==> src/rtl/fetch_controller_pkg.sv <==
// Shared CPU package: fetch state encoding and datapath constants.
package fetch_controller_pkg;

    localparam int unsigned ROM_ADDR_W = 5;
    localparam int unsigned INSTR_W    = 32;
    localparam int unsigned PC_STEP    = 4;

    typedef enum logic [2:0] {
        ST_IDLE  = 3'd0,
        ST_ISSUE = 3'd1,
        ST_WAIT  = 3'd2,
        ST_VALID = 3'd3,
        ST_FAULT = 3'd4
    } fetch_state_t;

    // Force a byte address onto a word boundary.
    function automatic logic [31:0] align_word(input logic [31:0] addr);
        return addr & ~32'h3;
    endfunction

endpackage

==> src/rtl/fetch_controller_pc_rom_index.sv <==
// PC to ROM word index mapping: byte offset dropped, upper bits ignored so
// addresses wrap modulo the ROM depth.
module pc_rom_index
    import fetch_controller_pkg::*;
(
    input  logic [31:0]           program_counter,
    output logic [ROM_ADDR_W-1:0] rom_address
);

    logic w_unused_bits;

    assign rom_address   = program_counter[ROM_ADDR_W+1:2];
    assign w_unused_bits = ^{program_counter[31:ROM_ADDR_W+2], program_counter[1:0]};

endmodule

==> src/rtl/fetch_controller.sv <==
// Instruction fetch controller: issues one ROM read per instruction, holds the
// result for the decode handshake, and accepts redirects from any state.
// Optional feature macro: FETCH_BOUNDS_CHECK_EN (out-of-range PC faults).
module fetch_controller
    import fetch_controller_pkg::*;
#(
    parameter logic [31:0] RESET_PC  = 32'h0000_0000,
    parameter int unsigned ROM_WORDS = 32
) (
    input  logic                  clk,
    input  logic                  reset,
    input  logic                  redirect_valid,
    input  logic [31:0]           redirect_pc,
    input  logic                  instr_ready,
    input  logic [INSTR_W-1:0]    rom_data,
    output logic                  rom_rd_en,
    output logic [ROM_ADDR_W-1:0] rom_address,
    output logic [31:0]           program_counter,
    output logic [INSTR_W-1:0]    instr,
    output logic                  instr_valid,
    output logic                  fetch_fault
);

    if (ROM_WORDS != 32) begin : g_bad_depth
        $error("fetch_controller: ROM_WORDS must be 32 to match the 5-bit ROM address");
    end

    fetch_state_t       r_state;
    logic [31:0]        r_pc;
    logic [INSTR_W-1:0] r_instr;
    logic               r_instr_valid;
    logic               r_rom_rd_en;

    logic               w_handshake;
    logic               w_enter_issue;
    logic [31:0]        w_issue_pc;
    logic               w_oob;

    // Every path into ISSUE (redirect, leaving IDLE, handshake) shares one
    // target PC so the bounds check sees exactly the address about to be read.
    assign w_handshake   = (r_state == ST_VALID) && instr_ready;
    assign w_enter_issue = redirect_valid || (r_state == ST_IDLE) || w_handshake;

    // Target PC for the next ISSUE; redirect beats the handshake increment.
    always_comb begin
        w_issue_pc = r_pc;
        if (redirect_valid) begin
            w_issue_pc = align_word(redirect_pc);
        end else if (w_handshake) begin
            w_issue_pc = r_pc + 32'(PC_STEP);
        end
    end

`ifdef FETCH_BOUNDS_CHECK_EN
    logic r_fetch_fault;

    assign w_oob = (w_issue_pc >= 32'(PC_STEP * ROM_WORDS));

    // Sticky fault flag, re-evaluated only when a new fetch is started.
    always_ff @(posedge clk) begin
        if (reset) begin
            r_fetch_fault <= 1'b0;
        end else if (w_enter_issue) begin
            r_fetch_fault <= w_oob;
        end
    end

    assign fetch_fault = r_fetch_fault;
`else
    assign w_oob       = 1'b0;
    assign fetch_fault = 1'b0;
`endif

    // Fetch FSM with registered strobe, instruction and valid outputs.
    always_ff @(posedge clk) begin
        if (reset) begin
            r_state       <= ST_IDLE;
            r_pc          <= RESET_PC;
            r_instr       <= '0;
            r_instr_valid <= 1'b0;
            r_rom_rd_en   <= 1'b0;
        end else begin
            r_rom_rd_en <= 1'b0;
            if (w_enter_issue) begin
                r_pc          <= w_issue_pc;
                r_instr_valid <= 1'b0;
                if (w_oob) begin
                    r_state <= ST_FAULT;
                end else begin
                    r_state     <= ST_ISSUE;
                    r_rom_rd_en <= 1'b1;
                end
            end else begin
                case (r_state)
                    ST_ISSUE: r_state <= ST_WAIT;
                    ST_WAIT: begin
                        r_instr       <= rom_data;
                        r_instr_valid <= 1'b1;
                        r_state       <= ST_VALID;
                    end
                    default: r_state <= r_state;
                endcase
            end
        end
    end

    pc_rom_index u_pc_rom_index (
        .program_counter (r_pc),
        .rom_address     (rom_address)
    );

    assign rom_rd_en       = r_rom_rd_en;
    assign program_counter = r_pc;
    assign instr           = r_instr;
    assign instr_valid     = r_instr_valid;

endmodule

==> config.mk <==
export PLATFORM = sky130hd
export DESIGN_NAME = fetch_controller
export DESIGN_NICKNAME = d
export VERILOG_FILES = /design/src/rtl/fetch_controller_pkg.sv /design/src/rtl/fetch_controller_pc_rom_index.sv /design/src/rtl/fetch_controller.sv
export SDC_FILE = /design/constraint.sdc
export NUM_CORES = 1
export LEC_CHECK = 0
export BUFFER_PORTS_ARGS = -buffer_cell sky130_fd_sc_hd__buf_2
export CELL_PAD_IN_SITES_DETAIL_PLACEMENT = 0
export CELL_PAD_IN_SITES_GLOBAL_PLACEMENT = 1
export CORE_MARGIN = 10
export CORE_UTILIZATION = 33
export DETAILED_ROUTE_END_ITERATION = 6
export PLACE_DENSITY = 0.83
export SYNTH_ARGS = -nofsm -noshare
export SYNTH_HDL_FRONTEND = slang
export SYNTH_SLANG_ARGS = --single-unit
==> constraint.sdc <==
create_clock -name clk -period 2.4 [get_ports clk]
set_input_delay 0.12 -clock clk [delete_from_list [all_inputs] [get_ports clk]]
set_output_delay 0.12 -clock clk [all_outputs]
set_load 0.005 [all_outputs]
==> results of run 1 <==
[worst max-delay path, cell delays in order, from the launching register on]
cell,delay [ps]
dfxtp_1,440
nand4_1,170
buf_4,220
nor4_1,570
a2111oi_0,200
or3_1,390
[cell type report]
| class | count | share of cell area, % |
|---|---|---|
| tap | 133 | 3.96 |
| inverter | 15 | 1.34 |
| clock inverter | 5 | 1.31 |
| sequential | 66 | 31.5 |
| timing repair buffer | 146 | 18.1 |
| multi-input combinational | 302 | 40.5 |
| clock buffer | 10 | 3.28 |
[what timing repair did]
action                     CTS  global route
buffers inserted             0             0
gates resized for setup      0             1
setup endpoints to repair    0             2
[state kept, by name, summed over array words and instances, names as in the netlist]
name and cells:
instr 32, instr_valid 1, r_state 2, program_counter 30
rom_rd_en 1
[metal layers]
metal / up-vias / global-route usage (%) / part of all wire [%]
li1: 1708 / - / -
met1: 1553 / 17.8 / 45
met2: 114 / 22.4 / 46
met3: 11 / 4.63 / 6.8
met4: 0 / 5.57 / 1.4
met5: - / 0 / 0
[cells in the final DEF, fill, tap and decap left out, types with 6 or more instances in the layout]
master,n
a2111oi_0,6
a211oi_1,12
a21oi_1,40
a311oi_1,10
and4_1,6
buf_2,134
buf_4,12
clkbuf_8,10
dfxtp_1,66
inv_1,15
nand2_1,88
nand3_1,16
nor2_1,26
nor3_1,15
nor4_1,8
o21ai_0,7
or3_1,9
xnor2_1,9
[cells by family (layout without fill, tap and decap cells)]
kind of cell / count (synthesis) / count (layout) / synth area share, %
compound gates: 84 / 84 / 16.8
xor+xnor: 10 / 10 / 2.72
fa+ha+maj: 5 / 5 / 1.94
buf+inv: 49 / 176 / 6.71
flops: 66 / 66 / 41.0
other cells: 1 / 3 / 0.116
simple gates: 200 / 200 / 30.7
[stage by stage]
step           total power [mW]  area, sq um  instances  utilization (%)
6_report                   2.37         4200        677             43.6
5_1_grt                    2.50         4200        677             43.6
4_1_cts                    2.41         4190        677             43.5
3_5_place_dp               1.47         4000        662             41.5
3_3_place_gp               1.46         4000        662             41.5
2_1_floorplan              1.34         3230        417                -
[worst max-delay path by stage]
stage | startpoint | to | slack [ps]
finish | program_counter[7] | program_counter[16] | 300
global placement | program_counter[7] | program_counter[16] | 400
CTS | program_counter[7] | program_counter[16] | 300
global route | program_counter[7] | program_counter[18] | 80
floorplan | r_state[0] | program_counter[21] | 420
detailed placement | r_state[0] | program_counter[30] | 320
[where the power goes]
group          internal, mW  total (mW)  switching (mW)
sequential             1.14        1.19          0.0518
clock                 0.499       0.929           0.430
combinational         0.121       0.252           0.131
total                  1.76        2.37           0.612
==> summary.txt, run 1 <==
Yosys
  • Netlist cell types: 40
  • Yosys top cell area share: 41.0%
  • Top-count cell post-synth: nand2_1
  • Synth Flop Type: dfxtp_1
  • Largest cells by area after synthesis: dfxtp_1 41%, nand2_1 10%, a21oi_1 6.2%, nor2_1 3.0%, a211oi_1 2.8%
  • Mapped cell area: 3230 sq um
  • Sequential area share after synthesis: 41.0%
  • Asr flop ratio synth: 0%
  • Syn. warnings: 0
  • Post-synth EDFFs: 0
  • #FFs+latches synth: 66
  • Mapped Cells: 415
  • Top post-synthesis cells by count: 88 x nand2_1, 66 x dfxtp_1, 40 x a21oi_1
  • Syn Area/Cell: 7.77 sq um
  • Biggest area consumer among synthesized cells: dfxtp_1

Global route
  • Global route overflow: 0
  • Overall global routing resource usage: 14.3%
  • First-pass GRT wire length: 16900 um
  • Largest net degree at the start of global routing: 39
  • Vias in the first global route: 3345
  • Initial antenna violation count: 0

Placement
  • Post-DP HPWL: 7950 um
  • GP Congestion: 0.822
  • Setup WS pre-CTS: 316 ps
  • Port-buffer cells: 134

Drt
  • WL/cell: 15.4 um
  • First drt pass iteration count: 4
  • Drt drc: 0
  • Final WL: 10500 um
  • Vias per cell: 5.00
  • Antenna Nets Post-Route: 0
  • Via count: 3386
  • Initial DRC Count: 240

Clock tree
  • CTS Hold Bufs: 0
  • Clk_lat worst skew: 330 ps
  • Clk buf depth: 2
  • CTS sink cnt: 66
  • CTS H-Tree Depth: 3
  • Worst-path clk slew: 80 ps
  • CTS tree: built
  • CTS Buf Count: 9
  • Root buf cell: clkbuf_8

Power
  • Static Leak: 1.75 nW
  • Pwr Density: 564 nW/um^2
  • VDD IR-drop max: 0.200 mV

Worst hold path
  • HP Class: input pin to flip-flop
  • Hold_sp: rom_data[11]
  • Worst hold stages: 3
  • Hold path endpoint: instr[11]

Floorplan
  • Io pins: 140
  • Die width: 119 um
  • Initial cell density of the core: 33.5%
  • Std cell rows: 36
  • Die height: 119 um
  • Die ar.: 14100 sq um
  • CORE AREA: 9640 sq um

Cells and area
  • Fraction of layout cells with a size suffix above 1: 30.9%
  • Layout Nets: 613
  • Multi-input logic area: 1700 sq um
  • Antenna fix cells: 0
  • Fill cell count: 1019
  • Area grow syn2layout: 30.2%
  • FF/Latch Area: 1320 sq um

Worst setup path
  • Reg2reg path depth: 5
  • CP max FO: 10
  • Worst R2R Setup Slack: 300 ps
  • Critical Path End Type: flip-flop
  • Crit start category: flip-flop
  • Worst Path Arrival: 2310 ps
  • RR Endpoint: program_counter[16]
  • Req. time, crit path: 2620 ps
  • Reg2reg start: program_counter[7]
  • Crit Path Class: flip-flop to flip-flop

STA
  • RSZ-0062 raised after global routing: no
  • Worst rel slew slack: 58.5%
  • Final-report hold violation count: 0
  • Fin crit period: 2100 ps
  • Worst-Margin Slew: 617 ps
  • Final setup margin: 304 ps
  • FMAX: 0.477 GHz
  • Period utilization: 87.3%
  • Final setup vio count: 0
  • Final TNS setup: 0 ps
  • Slew Limit Fails: 0
  • Hold slack: 21.0 ps
  • Clock skew: 13.2 ps

Run status
  • Status: complete, no violations

Run
  • MaxCap Viol Count: 0
(Power assumes the default switching activity.)
==> run 2, diff against run 1 <==
CORE_ASPECT_RATIO = 0.7   (was default)
==> summary.txt, run 2 (same netlist as run 1, synthesis figures left out) <==
Cells and area
  • Largest register FFs: 32 (unchanged)
  • Final Util: 44.4% (+0.88 points)
  • Antenna fix cells: 0 (unchanged)
  • Most frequent cells in the layout: 134 x buf_2, 88 x nand2_1, 66 x dfxtp_1
  • Layout Nets: 616 (+0.49%)
  • Non-Filler Instances: 674 (-0.44%)
  • Fraction of layout cells with a size suffix above 1: 30.2% (-0.66 points)
  • Most common cell after layout, fill and taps aside: buf_2
  • Area grow syn2layout: 32.4%
  • Fill cell count: 1019 (unchanged)

Drt
  • Initial DRC Count: 182 (-24%)
  • Final WL: 10900 um (+4.0%)
  • WL/cell: 16.1 um (+4.4%)
  • Vias per cell: 5.03 (+0.50%)
  • First drt pass iteration count: 4 (unchanged)
  • Antenna Nets Post-Route: 0 (unchanged)
  • Via count: 3388 (+0.059%)
  • Drt drc: 0 (unchanged)

Power
  • Sw power: 618 uW (+0.93%)
  • Comb pwr share: 9.8% (-0.8 points)
  • VDD IR-drop max: 0.364 mV (+82%)
  • Net Sw Frac: 23.8% (-2.0 points)
  • Pint: 1.98 mW (+13%)
  • Clock Power Share: 44.2% (+5.0 points)
  • Static Leak: 1.79 nW (+2.6%)
  • Pwr Density: 608 nW/um^2 (+7.8%)
  • Reg power frac: 46.0% (-4.2 points)

Global route
  • Overall global routing resource usage: 14.9% (+0.60 points)
  • Met3 usage: 4.37% (-0.26 points)
  • Largest net degree at the start of global routing: 39 (unchanged)
  • Most used routing layer: met2
  • GRT met2 Usage: 23.6% (+1.2 points)
  • First-pass GRT wire length: 17500 um (+3.4%)
  • Global route overflow: 0 (unchanged)
  • Initial antenna violation count: 1 (+1)
  • Vias in the first global route: 3414 (+2.1%)
  • Met1 Resource Use GR: 19.3% (+1.5 points)

Clock tree
  • CTS sink cnt: 66 (unchanged)
  • CTS tree: built
  • CTS Hold Bufs: 0 (unchanged)
  • Root buf cell: clkbuf_16
  • Clk buf depth: 2 (unchanged)
  • CTS Buf Count: 9 (unchanged)
  • CTS H-Tree Depth: 3 (unchanged)
  • # resized after CTS: 0 (unchanged)
  • Worst-path clk slew: 50 ps (-30 ps)
  • Clk_lat worst skew: 320 ps (about the same)
  • # Post-CTS Setup Buffers: 0 (unchanged)

Floorplan
  • Initial cell density of the core: 33.6% (+0.10 points)
  • Std cell rows: 30 (-17%)
  • CORE AREA: 9610 sq um (-0.31%)
  • Die ar.: 14200 sq um (+0.44%)
  • Die width: 138 um (+16%)
  • Die height: 103 um (-14%)
  • Io pins: 140 (unchanged)

Run
  • MaxCap Viol Count: 0 (unchanged)

STA
  • FMAX: 0.470 GHz (-1.5%)
  • Worst rel slew slack: 58.6% (+0.14 points)
  • Worst-Margin Slew: 621 ps (+3.61 ps)
  • Hold slack: 35.1 ps (+14.1 ps)
  • Slew Limit Fails: 0 (unchanged)
  • Final TNS setup: 0 ps (unchanged)
  • Clock skew: 5.38 ps (-7.77 ps)
  • Final-report hold violation count: 0 (unchanged)
  • Fin crit period: 2130 ps (+32.2 ps)
  • Period utilization: 88.7% (+1.3 points)
  • Final setup vio count: 0 (unchanged)
  • RSZ-0062 raised after global routing: no

Worst setup path
  • CP max FO: 9 (-1)
  • Req. time, crit path: 2600 ps (-20 ps)
  • Crit start category: flip-flop
  • Critical Path End Type: flip-flop
  • Worst Path Arrival: 2330 ps (+20 ps)
  • Crit Path Class: flip-flop to flip-flop

Worst hold path
  • HP Class: input pin to flip-flop

Placement
  • Post-DP HPWL: 8310 um (+4.6%)
  • Placed cell count: 660 (-0.30%)
  • Port-buffer cells: 134 (unchanged)
  • GP Congestion: 0.816 (-0.69%)

Run status
  • Status: complete, no violations
[run 2: cell count changes in the layout (fill, tap and decap cells not counted)]
| cell | change |
|---|---|
| clkbuf_16 | +9 |
| clkbuf_8 | -9 |
| clkbuf_1 | +4 |
| buf_4 | +3 |
| clkinv_2 | -2 |
| clkinvlp_4 | -2 |
| bufinv_16 | -1 |
| nor4_1 | +1 |
| nor4_2 | -1 |
[run 2: worst max-delay path: stages, from the launching register on]
cell and delay (ps):
dfxtp_1 390, ha_1 290, nand4_2 140, buf_4 200
nor4_1 470, a21oi_1 130, or3_1 380
[run 2: path summary, 6_finish.rpt]
kind	from	end	slack, ps	depth (start not counted)
min reg2reg	instr[31]	instr[31]	450	2
max	r_state[1]	program_counter[31]	270	6
min	rom_data[7]	instr[7]	40	3
max reg2reg	r_state[1]	program_counter[31]	270	6
[run 2: area by class of cell]
cell class / instances / area [sq um] / share of cell area [%]
clock buffer: 14 / 254 / 5.95
inverter: 15 / 56.3 / 1.32
multi-input combinational: 302 / 1700 / 39.7
sequential: 66 / 1320 / 30.9
tap: 128 / 160 / 3.75
timing repair buffer: 149 / 783 / 18.3
[run 2: routing by layer]
layer  wire, um  share of wire, %
met1       5110                47
met2       4900                45
met3        687               6.3
met4        177               1.6
met5          0                 0
[run 2: stage by stage]
| stage | area [sq um] | power (mW) | setup slack (ps) |
|---|---|---|---|
| 5_1_grt | 4270 | 2.73 | 33.5 |
| 6_report | 4270 | 2.60 | 272 |
| 4_1_cts | 4270 | 2.63 | 300 |
| 3_5_place_dp | 4020 | 1.47 | 311 |
| 2_1_floorplan | 3230 | 1.34 | 421 |
| 3_3_place_gp | 4020 | 1.46 | 388 |
[run 2: power by group through the flow]
stage	registers [mW]	logic (mW)	clock network [mW]
detailed placement	1.22	0.257	0
CTS	1.19	0.258	1.18
finish	1.19	0.255	1.15
floorplan	1.21	0.130	0
global placement	1.21	0.252	0
global route	1.20	0.288	1.24
